## config.mk

```make
export PLATFORM = sky130hd
export DESIGN_NAME = acc_req_arbiter
export DESIGN_NICKNAME = d
export VERILOG_FILES = /design/src/rtl/acc_pkg.sv /design/src/rtl/acc_rr_lock_arb.sv /design/src/rtl/fifo_v3.sv /design/src/rtl/acc_req_arbiter.sv
export SDC_FILE = /design/constraint.sdc
export NUM_CORES = 1
export LEC_CHECK = 0
export BUFFER_PORTS_ARGS = -buffer_cell sky130_fd_sc_hd__buf_2
export CAP_MARGIN = 20
export CORE_UTILIZATION = 49
export CTS_CLUSTER_SIZE = 8
export DETAILED_ROUTE_END_ITERATION = 8
export HOLD_SLACK_MARGIN = 0.06
export PLACE_DENSITY_LB_ADDON = 0.12
export SLEW_MARGIN = 10
export SYNTH_ARGS = -nofsm -noshare
export SYNTH_HDL_FRONTEND = slang
export SYNTH_SLANG_ARGS = --single-unit
```

## constraint.sdc

```tcl
create_clock -name clk_i -period 4 [get_ports clk_i]
set_clock_uncertainty 0.15 [all_clocks]
set_input_delay 0.8 -clock clk_i [delete_from_list [all_inputs] [get_ports clk_i]]
set_output_delay 0.8 -clock clk_i [all_outputs]
set_load 0.05 [all_outputs]
```

## src/rtl/acc_pkg.sv

```systemverilog
// Shared types and helpers for the accelerator request arbiter.
package acc_pkg;

    typedef enum logic [0:0] {
        ARB_IDLE   = 1'b0,
        ARB_LOCKED = 1'b1
    } arb_state_e;

    // Index width that stays at least one bit for single-entry structures.
    function automatic int unsigned clog2_min1(input int unsigned n);
        return (n > 1) ? $clog2(n) : 1;
    endfunction

endpackage

```

## src/rtl/acc_rr_lock_arb.sv

```systemverilog
// Round-robin arbiter that locks onto its winner until that winner handshakes.
module acc_rr_lock_arb
    import acc_pkg::*;
#(
    parameter int unsigned NumReq = 2,
    localparam int unsigned IdxW  = clog2_min1(NumReq)
) (
    input  logic              clk_i,
    input  logic              rst_i,
    input  logic [NumReq-1:0] req_i,
    input  logic              issue_en_i,
    input  logic              hs_i,
    output logic [IdxW-1:0]   gnt_idx_o,
    output logic              gnt_valid_o,
    output arb_state_e        state_o
);

    arb_state_e      state_q, state_d;
    logic [IdxW-1:0] ptr_q, ptr_d;
    logic [IdxW-1:0] lock_idx_q, lock_idx_d;
    logic [IdxW-1:0] rr_idx;
    logic            rr_found;
    int unsigned     cand;

    always_ff @(posedge clk_i) begin
        if (rst_i) begin
            state_q    <= ARB_IDLE;
            ptr_q      <= '0;
            lock_idx_q <= '0;
        end else begin
            state_q    <= state_d;
            ptr_q      <= ptr_d;
            lock_idx_q <= lock_idx_d;
        end
    end

    always_comb begin
        state_d    = state_q;
        ptr_d      = ptr_q;
        lock_idx_d = lock_idx_q;
        case (state_q)
            ARB_IDLE: begin
                if (gnt_valid_o && !hs_i) begin
                    state_d    = ARB_LOCKED;
                    lock_idx_d = gnt_idx_o;
                end
            end
            ARB_LOCKED: begin
                if (hs_i) begin
                    state_d = ARB_IDLE;
                end
            end
            default: state_d = ARB_IDLE;
        endcase
        if (hs_i) begin
            ptr_d = (gnt_idx_o == IdxW'(NumReq - 1)) ? '0 : gnt_idx_o + 1'b1;
        end
    end

    // Winner: first requester at or after the pointer, unless locked.
    always_comb begin
        rr_idx   = ptr_q;
        rr_found = 1'b0;
        cand     = 0;
        for (int unsigned o = 0; o < NumReq; o++) begin
            cand = 32'(ptr_q) + o;
            if (cand >= NumReq) begin
                cand = cand - NumReq;
            end
            if (!rr_found && req_i[IdxW'(cand)]) begin
                rr_found = 1'b1;
                rr_idx   = IdxW'(cand);
            end
        end
        state_o = state_q;
        if (state_q == ARB_LOCKED) begin
            gnt_idx_o   = lock_idx_q;
            gnt_valid_o = issue_en_i && req_i[lock_idx_q];
        end else begin
            gnt_idx_o   = rr_idx;
            gnt_valid_o = issue_en_i && rr_found;
        end
    end

    a_lock_holds_winner: assert property (@(posedge clk_i) disable iff (rst_i)
        (state_q == ARB_IDLE && gnt_valid_o && !hs_i) |=> (gnt_idx_o == $past(gnt_idx_o)));

endmodule

```

## src/rtl/fifo_v3.sv

```systemverilog
// Small synchronous FIFO; occupancy is tracked separately from the wrapping pointers.
module fifo_v3 #(
    parameter int unsigned DATA_WIDTH = 32,
    parameter int unsigned DEPTH      = 8,
    localparam int unsigned ADDR_DEPTH = (DEPTH > 1) ? $clog2(DEPTH) : 1
) (
    input  logic                  clk_i,
    input  logic                  rst_ni,
    input  logic                  flush_i,
    output logic                  full_o,
    output logic                  empty_o,
    output logic [ADDR_DEPTH-1:0] usage_o,
    input  logic [DATA_WIDTH-1:0] data_i,
    input  logic                  push_i,
    output logic [DATA_WIDTH-1:0] data_o,
    input  logic                  pop_i
);

    logic [ADDR_DEPTH-1:0] rd_ptr_q, rd_ptr_d, wr_ptr_q, wr_ptr_d;
    logic [ADDR_DEPTH:0]   cnt_q, cnt_d;
    logic [DATA_WIDTH-1:0] mem_q [DEPTH];
    logic                  do_push, do_pop;

    assign full_o  = (cnt_q == (ADDR_DEPTH + 1)'(DEPTH));
    assign empty_o = (cnt_q == '0);
    assign usage_o = cnt_q[ADDR_DEPTH-1:0];
    assign data_o  = mem_q[rd_ptr_q];
    assign do_push = push_i && !full_o;
    assign do_pop  = pop_i && !empty_o;

    always_comb begin
        rd_ptr_d = rd_ptr_q;
        wr_ptr_d = wr_ptr_q;
        cnt_d    = cnt_q;
        if (do_push) begin
            wr_ptr_d = (wr_ptr_q == ADDR_DEPTH'(DEPTH - 1)) ? '0 : wr_ptr_q + 1'b1;
        end
        if (do_pop) begin
            rd_ptr_d = (rd_ptr_q == ADDR_DEPTH'(DEPTH - 1)) ? '0 : rd_ptr_q + 1'b1;
        end
        if (do_push && !do_pop) begin
            cnt_d = cnt_q + 1'b1;
        end else if (do_pop && !do_push) begin
            cnt_d = cnt_q - 1'b1;
        end
    end

    always_ff @(posedge clk_i) begin
        if (!rst_ni || flush_i) begin
            rd_ptr_q <= '0;
            wr_ptr_q <= '0;
            cnt_q    <= '0;
        end else begin
            rd_ptr_q <= rd_ptr_d;
            wr_ptr_q <= wr_ptr_d;
            cnt_q    <= cnt_d;
        end
    end

    // Storage is never reset; the count alone decides what is valid.
    always_ff @(posedge clk_i) begin
        if (do_push) begin
            mem_q[wr_ptr_q] <= data_i;
        end
    end

endmodule

```

## src/rtl/acc_req_arbiter.sv

```systemverilog
// Shares one accelerator port between NumReq adapters; responses return in issue order.
module acc_req_arbiter
    import acc_pkg::*;
#(
    parameter int unsigned NumReq         = 2,
    parameter int unsigned MaxOutstanding = 4,
    parameter type         acc_req_chan_t = logic,
    parameter type         acc_rsp_chan_t = logic,
    localparam int unsigned IdxW = clog2_min1(NumReq),
    localparam int unsigned CntW = $clog2(MaxOutstanding + 1)
) (
    input  logic                         clk_i,
    input  logic                         rst_i,
    input  logic          [NumReq-1:0]   slv_q_valid_i,
    output logic          [NumReq-1:0]   slv_q_ready_o,
    input  acc_req_chan_t [NumReq-1:0]   slv_q_i,
    output logic          [NumReq-1:0]   slv_p_valid_o,
    input  logic          [NumReq-1:0]   slv_p_ready_i,
    output acc_rsp_chan_t                slv_p_o,
    output logic                         mst_q_valid_o,
    input  logic                         mst_q_ready_i,
    output acc_req_chan_t                mst_q_o,
    input  logic                         mst_p_valid_i,
    output logic                         mst_p_ready_o,
    input  acc_rsp_chan_t                mst_p_i,
    output logic          [CntW-1:0]     outstanding_o,
    output logic                         err_o
);

    localparam int unsigned FifoAw = clog2_min1(MaxOutstanding);

    logic [IdxW-1:0]   gnt_idx, head_idx;
    logic              gnt_valid, q_hs, p_hs;
    logic              fifo_full, fifo_empty;
    logic [FifoAw-1:0] fifo_usage;
    logic              err_q, err_d;
    arb_state_e        arb_state;

    acc_rr_lock_arb #(
        .NumReq (NumReq)
    ) u_arb (
        .clk_i       (clk_i),
        .rst_i       (rst_i),
        .req_i       (slv_q_valid_i),
        .issue_en_i  (!fifo_full),
        .hs_i        (q_hs),
        .gnt_idx_o   (gnt_idx),
        .gnt_valid_o (gnt_valid),
        .state_o     (arb_state)
    );

    // No bypass: a full FIFO blocks issue even if a response pops this cycle.
    fifo_v3 #(
        .DATA_WIDTH (IdxW),
        .DEPTH      (MaxOutstanding)
    ) u_idx_fifo (
        .clk_i   (clk_i),
        .rst_ni  (1'b1),
        .flush_i (rst_i),
        .full_o  (fifo_full),
        .empty_o (fifo_empty),
        .usage_o (fifo_usage),
        .data_i  (gnt_idx),
        .push_i  (q_hs),
        .data_o  (head_idx),
        .pop_i   (p_hs)
    );

    always_comb begin
        mst_q_valid_o = gnt_valid && !rst_i;
        mst_q_o       = slv_q_i[gnt_idx];
        slv_q_ready_o = '0;
        if (gnt_valid && !rst_i) begin
            slv_q_ready_o[gnt_idx] = mst_q_ready_i;
        end
        slv_p_o       = mst_p_i;
        slv_p_valid_o = '0;
        mst_p_ready_o = 1'b0;
        if (!rst_i) begin
            if (fifo_empty) begin
                mst_p_ready_o = 1'b1;
            end else begin
                slv_p_valid_o[head_idx] = mst_p_valid_i;
                mst_p_ready_o           = slv_p_ready_i[head_idx];
            end
        end
        q_hs  = mst_q_valid_o && mst_q_ready_i;
        p_hs  = !fifo_empty && mst_p_valid_i && mst_p_ready_o;
        err_d = err_q || (!rst_i && fifo_empty && mst_p_valid_i);
    end

    always_ff @(posedge clk_i) begin
        if (rst_i) begin
            err_q <= 1'b0;
        end else begin
            err_q <= err_d;
        end
    end

    assign err_o         = err_q;
    assign outstanding_o = fifo_full ? CntW'(MaxOutstanding) : CntW'(fifo_usage);

    a_q_ready_onehot: assert property (@(posedge clk_i) $onehot0(slv_q_ready_o));
    a_p_valid_onehot: assert property (@(posedge clk_i) $onehot0(slv_p_valid_o));
    a_lock_state_known: assert property (@(posedge clk_i) disable iff (rst_i)
        (arb_state == ARB_LOCKED) |-> mst_q_valid_o);
    a_valid_held: assert property (@(posedge clk_i) disable iff (rst_i)
        !$past(rst_i) |-> ((slv_q_valid_i & $past(slv_q_valid_i & ~slv_q_ready_o))
                           == $past(slv_q_valid_i & ~slv_q_ready_o)));

endmodule
```

======== Word-level counts from Yosys, hierarchy flattened ========
Memory sizes are Yosys's and may differ from the RTL's. A register that Yosys moved wholly into a read port is not among the register bits.
Cells that the tools add are included.
operators by class
  bitwise operators ....................... 3
  equal/unequal tests ..................... 3
  mux-type cells .......................... 40
  add/sub/neg operators ................... 8
  reductions and logical operators ........ 27
  magnitude comparators ................... 9
operators by type and width
  operator                                                           number
  2-to-1 mux 1 bit                                                   27
  logical AND 1 bit                                                  16
  2-to-1 mux 2 bit                                                   7
  < comparator 1 x 2 -> 1 bit, second input constant                 5
  2-to-1 mux 3 bit                                                   3
  logical NOT 1 bit                                                  7
  adder 2 x 1 -> 2 bit, second input constant                        2
  bitwise AND 2 bit                                                  2
  equality test 2 bit, second input constant                         2
  adder 3 x 1 -> 3 bit, second input constant                        1
  equality test 3 bit, second input constant                         1
  logical NOT 3 bit                                                  1
  subtractor 3 x 1 -> 3 bit, second input constant                   1
  adder 1 x 1 -> 2 bit, second input constant                        1
  demux 1 bit (select 1 bit)                                         2
  greater-or-equal comparator 1 bit, second input constant           2
  greater-or-equal comparator 1 x 2 -> 1 bit, second input constant  1
  greater-or-equal comparator 2 bit, second input constant           1
  one-hot mux 1 bit (2 select lines)                                 1
  AND reduction 2 bit                                                1
  nonzero test 2 bit                                                 1
  subtractor 1 bit, second input constant                            2
  adder 1 bit, second input constant                                 1
  logical OR 1 bit                                                   1
  NOT 1 bit                                                          1
storage, ports and cells
  input bits .............................. 11
  memories ................................ 1
  register bits ........................... 11
  bits in writable memories ............... 4
memory list
  name              words  width  read ports  clocked after memory_dff  wr ports  line           RTL
  u_idx_fifo.mem_q  4      1      1           1                         1         fifo_v3.sv:21  logic [DATA_WIDTH-1:0] mem_q [DEPTH];

======== Logic depth before layout (Yosys ltp) ========
  depth after elaboration ................. 17
  depth in mapped cells ................... 10

======== Modules after synthesis ========
Synthesis repeated with hierarchy kept, for this count alone.
unflattened totals
  cells, all modules ...................... 103
  area total of the unflattened synthesis .. 967.2 µm²
modules (own cells, without submodules)
  module           times used  cells an instance  seq. area each (µm²)  area each (µm²)
  fifo_v3          1           57                 300.3                 636.9
  acc_rr_lock_arb  1           24                 60.1                  178.9
  acc_req_arbiter  1           22                 20.0                  151.4

======== Worst setup path after synthesis ========
OpenSTA, ideal clock, no wires.
  kind .................................... input to output
  from .................................... input slv_q_valid_i[1]
  to ...................................... output mst_q_valid_o
  cell stages on the path ................. 2
  data arrival time ....................... 2.494 ns
  setup slack ............................. 0.556 ns
  data required time ...................... 3.050 ns
  path through ............................ and3b_1 > nor4_1
between the ends
  cells in the longest elaborated chain, start to end .. 9
  elaborated cells between the ends (all ways) .. 14
RTL lines
  what                                                  line                   RTL
  start: declaration                                    acc_req_arbiter.sv:14  input logic [NumReq-1:0] slv_q_valid_i,
  2-to-1 mux 1 bit (implied by the code) (2 in series)  acc_rr_lock_arb.sv:70  if (!rr_found && req_i[IdxW'(cand)]) begin
  2-to-1 mux 1 bit                                      acc_rr_lock_arb.sv:70
  logical NOT 1 bit                                     acc_rr_lock_arb.sv:70
  logical AND 1 bit                                     acc_rr_lock_arb.sv:70
  2-to-1 mux 1 bit                                      acc_rr_lock_arb.sv:70
  logical AND 1 bit                                     acc_rr_lock_arb.sv:81  gnt_valid_o = issue_en_i && rr_found;
  2-to-1 mux 1 bit *                                    acc_rr_lock_arb.sv:76  if (state_q == ARB_LOCKED) begin
  logical AND 1 bit *                                   acc_req_arbiter.sv:70  mst_q_valid_o = gnt_valid && !rst_i;
  end: declaration                                      acc_req_arbiter.sv:20  output logic mst_q_valid_o,
Every way passes the cells marked *; elsewhere a longest branch is shown, timed or not. The select of a mux whose other input is x is not followed.

======== Final worst setup path ========
  from .................................... input slv_q_valid_i[1]
  to ...................................... output mst_q_o
between the ends
  cells in the longest elaborated chain, start to end .. 9
  elaborated cells between the ends (all ways) .. 12
RTL lines
  what                                                    line                   RTL
  2-to-1 mux 1 bit (implied by the code) (2 in series)    acc_rr_lock_arb.sv:70
  2-to-1 mux 1 bit                                        acc_rr_lock_arb.sv:70
  logical NOT 1 bit                                       acc_rr_lock_arb.sv:70
  logical AND 1 bit                                       acc_rr_lock_arb.sv:70
  2-to-1 mux 1 bit *                                      acc_rr_lock_arb.sv:70
  2-to-1 mux 1 bit *                                      acc_rr_lock_arb.sv:76
  2-to-1 mux 1 bit (implied by the code) * (2 in series)  acc_req_arbiter.sv:71  mst_q_o = slv_q_i[gnt_idx];
  end: declaration                                        acc_req_arbiter.sv:22  output acc_req_chan_t mst_q_o,
Marks and branches as above.

==> impl_metrics.yaml <==
layout:
  multi_input_area_um2: 494
  drive_gt1_share_pct: 29.1
  area_delta_synth_final_pct: 14.3
  diodes: 0
  seqCellArea_um2: 380
  nFillCells: 157
  nets: 129
drt:
  drt_iter0_markers: 2
  vias: 675
  drc_errors: 0
  wl_per_cell_um: 11.6
  wl_mm: 1.56
  dr.pass1.iters: 4
  via_per_inst: 5.00
  drtAntennaViolNets: 0
worst_setup_path:
  crit_path_max_fanout: 4
  end_kind: "primary output"
  arrival_ns: 2.20
  cp.required_ns: 3.05
  cp-startpoint: "slv_q_valid_i[1]"
  rr_startpoint: "u_idx_fifo.cnt_q[0]$_SDFFE_PP0P_"
  r2r_setup_slack_ns: 1.26
  crit_type: "in -> out"
  cp-start-kind: "input pin"
floorplanning:
  fp.dieH_um: 45.5
  dieWidth_um: 45.5
  rows: 15
  start_util_pct: 53.1
  ios: 23
  coreArea_um2: 1750
  die-area_um2: 2070
yosys:
  avgSynthCellArea_um2: 10.2
  ys.flop_type: "dfxtp_1"
  synth_cells: 91
  synth_area_leaders: "dfxtp_1 (28%), edfxtp_1 (13%), mux2i_1 (9.7%)"
  ys_seq_area_share_pct: 41.0
  synth_top_area_cell: "dfxtp_1"
  synth.yosys.warnings: 0
  syn_nets: 109
  synth-async-reset-ratio_pct: 0
  synth_cell_type_count: 31
  synth_common_cells: "dfxtp_1 (13), nor2_1 (11), mux2i_1 (9)"
  synth-edff-count: 4
  syn_area_um2: 927
  yosysMostFrequentCell: "dfxtp_1"
  netlist.area_leader.share_pct: 28.1
  ys_ff_latch: 17
cts:
  cts_buffers: 3
  cts_tree: "built"
  postCtsHoldBufs: 0
  root_buffer: "clkbuf_4"
  ctsResizeCount: 0
  htreeDepth: 1
  post_cts_buffers: 0
  clockBufferDepth: 2
  numClockSinks: 17
  clkLatencyLatePin_ns: 0.29
  cts.clk_slew.worst_paths_ns: 0.10
timing:
  period_share_pct: 78.8
  setup_violations: 0
  period_needed_ns: 3.15
  holdWs_ns: 0.331
  slew_headroom_pct: 68.1
  fin_setup_tns_ns: 0
  drv_slew: 0
  hold_violations: 0
  rsz0062_at_grt: "false"
  timing.fmax_ghz: 0.317
  worst_pin_slew_ns: 0.474
grt:
  antenna_found_initial: 0
  grt_pass1_vias: 590
  grt_max_degree: 16
  grt_overflow: 0
  grt_pass1_wl_mm: 2.41
  track_usage_pct: 16.5
placed_design:
  gp_congestion: 0.691
  port_buffers: 20
  post-dp-hpwl_mm: 1.23
power:
  cellPowerDensity_nw_per_um2: 425
  power_frac_clock_pct: 20.3
  power_frac_seq_pct: 46.3
  ir_drop_mv: 0.261
  p_sw_share_pct: 37.4
  p_comb_share_pct: 33.4
  power_leakage_nw: 0.491
  internal_power_mw: 0.282
  power_switching_mw: 0.169
worst_hold_path:
  hp-start: "err_o$_SDFF_PP0_"
  hold_path.class: "reg -> reg"
status:
  outcome: "finished clean"
job:
  cap_violations: 0
==> cell usage in the layout, fill, tap and decap left out <==
cell type,count
xor2_1,2
maj3_1,1
buf_2,20
and2b_2,1
clkinv_2,1
nand2_1,1
nor4_2,1
nand2b_1,1
nand4_1,1
nor3b_2,2
nor3_1,2
o21ai_2,1
nor2_1,11
and2_1,6
o21ai_0,1
fa_1,1
a21oi_1,4
mux2i_1,9
or3b_1,1
mux2_2,1
mux4_2,1
o31ai_1,1
and3_2,1
inv_1,7
clkbuf_4,3
nand3_1,1
edfxtp_1,4
ha_1,6
or3_1,2
and3b_1,1
dfxtp_1,13
nor4_1,2
==> final cells by class <==
| cell class | count | share of cell area, % |
|---|---|---|
| clock inverters | 1 | 0.472 |
| clock buffers | 3 | 2.13 |
| inverters | 7 | 2.48 |
| well taps | 25 | 2.95 |
| repair buffers | 20 | 9.45 |
| flip-flops and latches | 17 | 35.9 |
| multi-input cells | 62 | 46.6 |
==> metrics by stage <==
step	std cells	cell area, µm²	util [%]	total power, mW	worst slack [ns]
final	135	1060	60.7	0.451	0.849
after CTS	135	1060	60.7	0.458	0.823
after global placement	131	1030	59.1	0.361	0.846
after floorplan	91	927	-	0.336	0.556
after global routing	135	1060	60.7	0.481	0.781
after detailed placement	131	1030	59.1	0.365	0.777
==> logic make-up after synthesis <==
| kind of cell | after synthesis | share of synthesized area [%] |
|---|---|---|
| adders and majority gates | 8 | 11.3 |
| xor gates and xnor gates | 2 | 1.89 |
| muxes | 11 | 13.4 |
| DFF | 17 | 41.0 |
| buffers and inverters | 12 | 5.67 |
| AOI/OAI and AO/OA | 7 | 4.45 |
| and+or+nand+nor | 34 | 22.3 |
==> per-layer routing <==
layer / routed length (µm) / track usage (%)
met5: 0 / 0
met4: 14 / 9.09
met3: 77 / 3.97
met2: 744 / 27.7
met1: 725 / 18.9
==> critical path: stages <==
cell	delay [ns]
buf_2	0.11
maj3_1	0.37
mux2i_1	0.32
mux2_2	0.39
buf_2	0.21
==> path summary, 6_finish.rpt <==
kind,endpoint,depth (start not counted)
hold / removal,err_o$_SDFF_PP0_,2
hold reg to reg,err_o$_SDFF_PP0_,2
setup reg to reg,u_idx_fifo.cnt_q[2]$_SDFFE_PP0P_,9
setup / recovery,mst_q_o,5
==> power by group through the flow <==
stage | Sequential, mW | Clock, mW | Combinational [mW]
5_1_grt | 0.212 | 0.105 | 0.165
3_5_place_dp | 0.213 | 0 | 0.152
6_report | 0.209 | 0.0914 | 0.151
2_1_floorplan | 0.216 | 0 | 0.121
4_1_cts | 0.209 | 0.0962 | 0.153
3_3_place_gp | 0.213 | 0 | 0.148
Power figures use the tool's default switching activity.
